==> src/rtl/moxie_fetch_buffer.sv <==
// moxie_fetch_buffer
//   Instruction fetch buffer between instruction memory and the Moxie decode stage.
//   A circular queue of 16-bit parcels is filled by word fetches over a req/ack
//   handshake. The head three parcels are presented to decode, which consumes 1 or
//   3 parcels per cycle. A redirect flushes the queue and restarts fetch at any
//   halfword address.
//
//   Optional feature: define MOXIE_FETCH_BYPASS_EN to let an ack into an empty
//   queue show its parcels on dec_avail/dec_data in the same cycle.
//
// Ports
//   clk, reset           clock; synchronous active-high reset
//   redirect_valid/addr  flush and restart fetch at redirect_addr (bit 0 ignored)
//   mem_req/addr         fetch request, address aligned to MEM_W/8 bytes
//   mem_ack/rdata        completes the outstanding request; big-endian parcels
//   dec_avail            valid parcels at the head, saturating at 3
//   dec_data             head parcels, head in [47:32]; invalid lanes are 0
//   dec_pc               byte address of the head parcel
//   dec_take/take_len    consume 1 or 3 parcels
//   take_err             one-cycle pulse after an illegal take
module moxie_fetch_buffer #(
  parameter int unsigned       ADDR_W    = 32,
  parameter int unsigned       MEM_W     = 32,
  parameter int unsigned       DEPTH     = 8,
  parameter logic [ADDR_W-1:0] BOOT_ADDR = 32'h0000_1000
) (
  input  logic              clk,
  input  logic              reset,
  input  logic              redirect_valid,
  input  logic [ADDR_W-1:0] redirect_addr,
  output logic              mem_req,
  output logic [ADDR_W-1:0] mem_addr,
  input  logic              mem_ack,
  input  logic [MEM_W-1:0]  mem_rdata,
  output logic [1:0]        dec_avail,
  output logic [47:0]       dec_data,
  output logic [ADDR_W-1:0] dec_pc,
  input  logic              dec_take,
  input  logic [1:0]        dec_take_len,
  output logic              take_err
);

  localparam int unsigned       P          = MEM_W / 16;
  localparam int unsigned       PTR_W      = $clog2(DEPTH);
  localparam int unsigned       CNT_W      = PTR_W + 1;
  localparam logic [ADDR_W-1:0] WORD_BYTES = ADDR_W'(MEM_W / 8);
  localparam logic [ADDR_W-1:0] ALIGN_MASK = ~ADDR_W'(MEM_W / 8 - 1);

  typedef enum logic [1:0] {StIdle, StWait, StWaitDiscard} state_e;

  state_e            state_q, state_d;
  logic [15:0]       q_mem [DEPTH];
  logic [PTR_W-1:0]  head_q, head_d, tail_q, tail_d;
  logic [CNT_W-1:0]  count_q, count_d;
  logic [ADDR_W-1:0] pc_q, pc_d;
  logic [ADDR_W-1:0] fetch_ptr_q, fetch_ptr_d;
  logic [ADDR_W-1:0] req_addr_q, req_addr_d;
  logic              take_err_q, take_err_d;

  logic [ADDR_W-1:0] fetch_base, redirect_pc;
  logic [CNT_W-1:0]  skip, n_write, n_take, avail_cnt, space_before, space_after;
  logic              ack_data, take_ok;
  logic [MEM_W-1:0]  shifted;
  logic [15:0]       in_parcel [P];
`ifdef MOXIE_FETCH_BYPASS_EN
  logic [MEM_W+47:0] in_pad;
`endif

  // Incoming word: leading parcels below an unaligned fetch pointer are skipped by
  // shifting them out, so the remaining parcels always start at lane 0.
  always_comb begin
    redirect_pc = redirect_addr & ~ADDR_W'(1);
    fetch_base  = fetch_ptr_q & ALIGN_MASK;
    skip        = CNT_W'((fetch_ptr_q - fetch_base) >> 1);
    ack_data    = (state_q == StWait) && mem_ack && !redirect_valid;
    n_write     = ack_data ? (CNT_W'(P) - skip) : '0;
    shifted     = mem_rdata << {skip, 4'b0000};
    for (int unsigned i = 0; i < P; i++) begin
      in_parcel[i] = shifted[MEM_W-1-16*i -: 16];
    end
`ifdef MOXIE_FETCH_BYPASS_EN
    in_pad = {shifted, 48'h0};
`endif
  end

  // Decode-facing view of the head of the queue.
  always_comb begin
    avail_cnt = count_q;
`ifdef MOXIE_FETCH_BYPASS_EN
    if (count_q == '0 && ack_data) avail_cnt = n_write;
`endif
    dec_avail = (avail_cnt >= CNT_W'(3)) ? 2'd3 : avail_cnt[1:0];
    dec_data  = '0;
    for (int unsigned i = 0; i < 3; i++) begin
`ifdef MOXIE_FETCH_BYPASS_EN
      if (CNT_W'(i) < avail_cnt) begin
        dec_data[47-16*i -: 16] = (count_q == '0) ? in_pad[MEM_W+47-16*i -: 16]
                                                  : q_mem[head_q + PTR_W'(i)];
      end
`else
      if (CNT_W'(i) < avail_cnt) dec_data[47-16*i -: 16] = q_mem[head_q + PTR_W'(i)];
`endif
    end
  end

  always_comb begin
    take_ok = dec_take && (dec_take_len == 2'd1 || dec_take_len == 2'd3) &&
              (dec_take_len <= dec_avail);
    n_take      = (take_ok && !redirect_valid) ? CNT_W'(dec_take_len) : '0;
    take_err_d  = dec_take && !take_ok && !redirect_valid;

    // Issue decisions from IDLE use the count before this cycle's take, so the
    // queue can never be over-committed while a request is in flight.
    space_before = CNT_W'(DEPTH) - count_q;
    count_d      = count_q + n_write - n_take;
    space_after  = CNT_W'(DEPTH) - count_d;
    head_d       = head_q + n_take[PTR_W-1:0];
    tail_d       = tail_q + n_write[PTR_W-1:0];
    pc_d         = pc_q + ADDR_W'({n_take, 1'b0});

    state_d     = state_q;
    fetch_ptr_d = fetch_ptr_q;
    req_addr_d  = req_addr_q;
    unique case (state_q)
      StIdle: begin
        if (!redirect_valid && space_before >= CNT_W'(P)) begin
          state_d    = StWait;
          req_addr_d = fetch_base;
        end
      end
      StWait: begin
        if (redirect_valid) begin
          // Without a same-cycle ack the old request is still owed a response.
          state_d = mem_ack ? StIdle : StWaitDiscard;
        end else if (mem_ack) begin
          fetch_ptr_d = fetch_base + WORD_BYTES;
          req_addr_d  = fetch_base + WORD_BYTES;
          state_d     = (space_after >= CNT_W'(P)) ? StWait : StIdle;
        end
      end
      StWaitDiscard: begin
        if (mem_ack) state_d = StIdle;
      end
      default: state_d = StIdle;
    endcase

    if (redirect_valid) begin
      count_d     = '0;
      head_d      = tail_q;
      pc_d        = redirect_pc;
      fetch_ptr_d = redirect_pc;
    end
  end

  always_ff @(posedge clk) begin
    if (reset) begin
      state_q     <= StIdle;
      head_q      <= '0;
      tail_q      <= '0;
      count_q     <= '0;
      pc_q        <= BOOT_ADDR;
      fetch_ptr_q <= BOOT_ADDR;
      req_addr_q  <= BOOT_ADDR & ALIGN_MASK;
      take_err_q  <= 1'b0;
    end else begin
      state_q     <= state_d;
      head_q      <= head_d;
      tail_q      <= tail_d;
      count_q     <= count_d;
      pc_q        <= pc_d;
      fetch_ptr_q <= fetch_ptr_d;
      req_addr_q  <= req_addr_d;
      take_err_q  <= take_err_d;
    end
  end

  // Parcel storage; contents are only ever read through the count-masked lanes.
  always_ff @(posedge clk) begin
    for (int unsigned i = 0; i < P; i++) begin
      if (CNT_W'(i) < n_write) q_mem[tail_q + PTR_W'(i)] <= in_parcel[i];
    end
  end

  assign mem_req  = (state_q != StIdle);
  assign mem_addr = req_addr_q;
  assign dec_pc   = pc_q;
  assign take_err = take_err_q;

endmodule
==> config.mk <==
export PLATFORM = sky130hd
export DESIGN_NAME = moxie_fetch_buffer
export DESIGN_NICKNAME = d
export VERILOG_FILES = /design/src/rtl/moxie_fetch_buffer.sv
export SDC_FILE = /design/constraint.sdc
export NUM_CORES = 1
export LEC_CHECK = 0
export BUFFER_PORTS_ARGS = -buffer_cell sky130_fd_sc_hd__clkbuf_2
export CAP_MARGIN = 5
export CORE_AREA = 2 2 175 177
export CTS_CLUSTER_DIAMETER = 200
export DETAILED_ROUTE_END_ITERATION = 8
export DIE_AREA = 0 0 177 179
export GPL_TIMING_DRIVEN = 0
export PLACE_DENSITY = 0.81
export SYNTH_ARGS = -nofsm -noshare
export SYNTH_HDL_FRONTEND = slang
export SYNTH_SLANG_ARGS = --single-unit
==> constraint.sdc <==
create_clock -name clk -period 3.7 [get_ports clk]
set_input_delay 0.185 -clock clk [delete_from_list [all_inputs] [get_ports clk]]
set_output_delay 0.185 -clock clk [all_outputs]
set_load 0.005 [all_outputs]
==> impl_metrics.toml <==
[timing]
fin_hold_ws_ns = 0.0358
tightestPinTransition_ns = 1.14
setup_violations = 1
max_clock_freq_ghz = 0.259
period_needed_ns = 3.87
relSlewSlack = 0.242
finalClockSkew_ns = 0.0114
hold_violations = 0
slew_violations = 0
fin_crit_sh = 1.05
setup_ws_ns = -0.167
fin_tns_setup_ns = -0.167
grt_setup_unrepaired = "yes"

[yosys]
yosys.area_share.xor_xnor = 0.0562
synthSimpleGateAreaFrac = 0.119
synth_cells = 1231
synth.most_common_cell = "edfxtp_1"
synth.area.top_cells = "edfxtp_1, mux4_2, dfxtp_1"
syn_area_um2 = 14800
postSynthAreaPerCell_um2 = 12.0
synth.top_cell.area_share = 0.260
ys_seq_area_frac = 0.403
synth_edf_count = 128
synth_top_family_by_area = "multiplexers"
ys_ff_latch = 233
synth_compound_area_frac = 0.0889
synth.top_cells.by_count = "edfxtp_1, dfxtp_1, mux4_2, nand2_1, mux2_1"
synthAdderAreaFrac = 0.0246
postSynth.asyncResetShare = 0
muxShareOfSynthArea = 0.268
synth.distinct_cells = 71
synth_top_area_cell = "edfxtp_1"
ys_warn_count = 0
synthFlopType = "edfxtp_1"

[setup_path]
cp-end-kind = "flip-flop"
critical_path.cell_chain = "inv_4, ha_4, a21boi_4, nand2_2, inv_2, ha_4, nor2b_4, o21ai_2, nand2_2, nor3b_4, and2_4, fa_1, fa_1, inv_1, nor2_1, xnor3_1, a22o_1, a21oi_2"
cp-start-kind = "flip-flop"
worst_r2r_path_depth = 18
path_buf_inv = 3
critPathRequiredTime_ns = 4.15
r2r-start = "avail_cnt[3]$_SDFF_PP0_"
cp.arrival_ns = 4.31
crit_type = "flip-flop to flip-flop"
ff2ff_setup_slack_ns = -0.17
cpPeakStageDelay_ns = 0.62
cp-startpoint = "avail_cnt[3]$_SDFF_PP0_"
cp_slowest_cell = "fa_1"
critical_path.top_delay_family = "adder cells"
path_max_fanout = 3
rr_endpoint = "state_q[0]$_SDFFE_PP0P_"

[power_and_ir_drop]
p_total_mw = 7.02
p_leak_nw = 6.28
ir_drop_mv = 0.342
p_per_area_nw_per_um2 = 400

[layout]
fin_nets = 1572
final_area_um2 = 17500
syn_to_final_growth_pct = 18.9
drive_gt1_frac = 0.351

[global_routing]
antenna_found_initial = 5
grt_usage = 0.274
grt_max_degree = 15
grt_pass1_vias = 11700
grt_pass1_wl_um = 66400
grt_overflow = 0

[route]
drtIter0Drc = 1309
wirelength_um = 44100
num_vias = 11800
ant_nets = 0
avgViaCountPerCell = 6.22
wl_per_cell_um = 23.3
firstDrtPassIters = 5
drc = 0

[clock_tree]
cts_made_buffers = 25
worstSkewPairLatency_ns = 0.52
ctsHtreeMaxLevel = 1
clkTransAtPathRegs_ns = 0.07
cts_tree = "yes"
root_buffer = "clkbuf_16"
cts_num_sinks = 233
cts.path.max_buffers = 3

[job]
cap_violations = 0

[place]
port_buffers = 181
gp_congestion = 0.912
placed_cell_area_um2 = 16400
hpwlAfterDp_um = 31000
dpl_worst_slack_ns = -0.460

[floorplan]
die-area_um2 = 31700
die_w_um = 177
start_util = 0.491
coreArea_um2 = 30000
rows = 64
die_h_um = 179
io_pins = 187

[hold_path]
hp-class = "primary input to flip-flop"
holdCritStartpoint = "redirect_addr[10]"
hold_path_end = "fetch_ptr_q[10]$_SDFFE_PP0P_"
whs_path_depth = 3

[run_status]
violations = "setup timing"
status = "finished, violations left"
[how the worst max path moves through the flow]
stage / endpoint / slack [ns] / cells past startpoint
3_5_place_dp: dec_pc[31]$_SDFF_PP0_ / -0.46 / 19
4_1_cts: state_q[0]$_SDFFE_PP0P_ / -0.15 / 18
6_report: state_q[0]$_SDFFE_PP0P_ / -0.17 / 18
5_1_grt: state_q[0]$_SDFFE_PP0P_ / -0.38 / 18
2_1_floorplan: state_q[0]$_SDFFE_PP0P_ / 0.05 / 19
3_3_place_gp: dec_pc[31]$_SDFF_PP0_ / -0.37 / 19
[metrics by stage]
stage          cells  utilization
3_5_place_dp    1818        0.545
4_1_cts         1879        0.580
2_1_floorplan   1233            -
6_report        1891        0.584
5_1_grt         1889        0.584
3_3_place_gp    1810        0.539
[worst min-delay path, stage by stage]
cell and delay, ns:
clkbuf_2 0.11, nor2_1 0.14, a211oi_1 0.07
[flip-flops by register name, summed over array words and instances (netlist names)]
name         count
mem_addr        30
state_q          2
tail_q           3
head_q           3
fetch_ptr_q     31
take_err         1
avail_cnt        4
q_mem          128
dec_pc          31
[final cells by class]
class,count,area (µm²)
well taps,396,495
clock inverters,12,151
plain buffers,98,494
fillers,2357,12500
inverters,26,103
diodes,4,10.0
flip-flops and latches,233,5950
multi-input cells,874,8360
repair buffers,217,1290
clock buffers,31,679
[power by group]
part | switching (mW) | internal (mW)
sequential | 0.111 | 2.86
clock | 1.04 | 1.52
combinational | 0.809 | 0.682
total | 1.96 | 5.06
[cells by family after synthesis]
kind of cell,Yosys count
xor gates and xnor gates,91
adders and majority gates,26
and+or+nand+nor,312
other,1
buffers and inverters,126
muxes,255
DFF,233
AOI/OAI and AO/OA,187
[routing by layer]
| metal | up-vias | wire length [µm] | share of wire | GRT usage |
|---|---|---|---|---|
| li1 | 5160 | - | - | - |
| met1 | 5731 | 15900 | 0.36 | 0.336 |
| met2 | 746 | 21700 | 0.49 | 0.467 |
| met3 | 124 | 4760 | 0.11 | 0.0640 |
| met4 | 2 | 1680 | 0.038 | 0.115 |
| met5 | - | 12 | 0.00027 | 0 |
[timing repair]
action,4_1_cts,5_1_grt
setup endpoints to repair,21,20
hold buffers,7,0
buffers inserted,13,8
gates cloned,0,0
gates resized for setup,19,14
pin swaps,13,14
hold endpoints to repair,11,0
[cell usage in the layout (no fill, tap or decap), drive strengths merged, types with 23 or more instances in the layout]
master,n
clkbuf,252
mux2,129
edfxtp,128
dfxtp,105
mux4,96
buf,87
nand2,78
nor2,71
a21oi,54
xnor2,53
nor3,50
a21boi,46
xor2,37
mux2i,30
o21a,27
inv,27
nand3,23
nand4,23
Note: power is estimated with default switching activity, not from simulation.
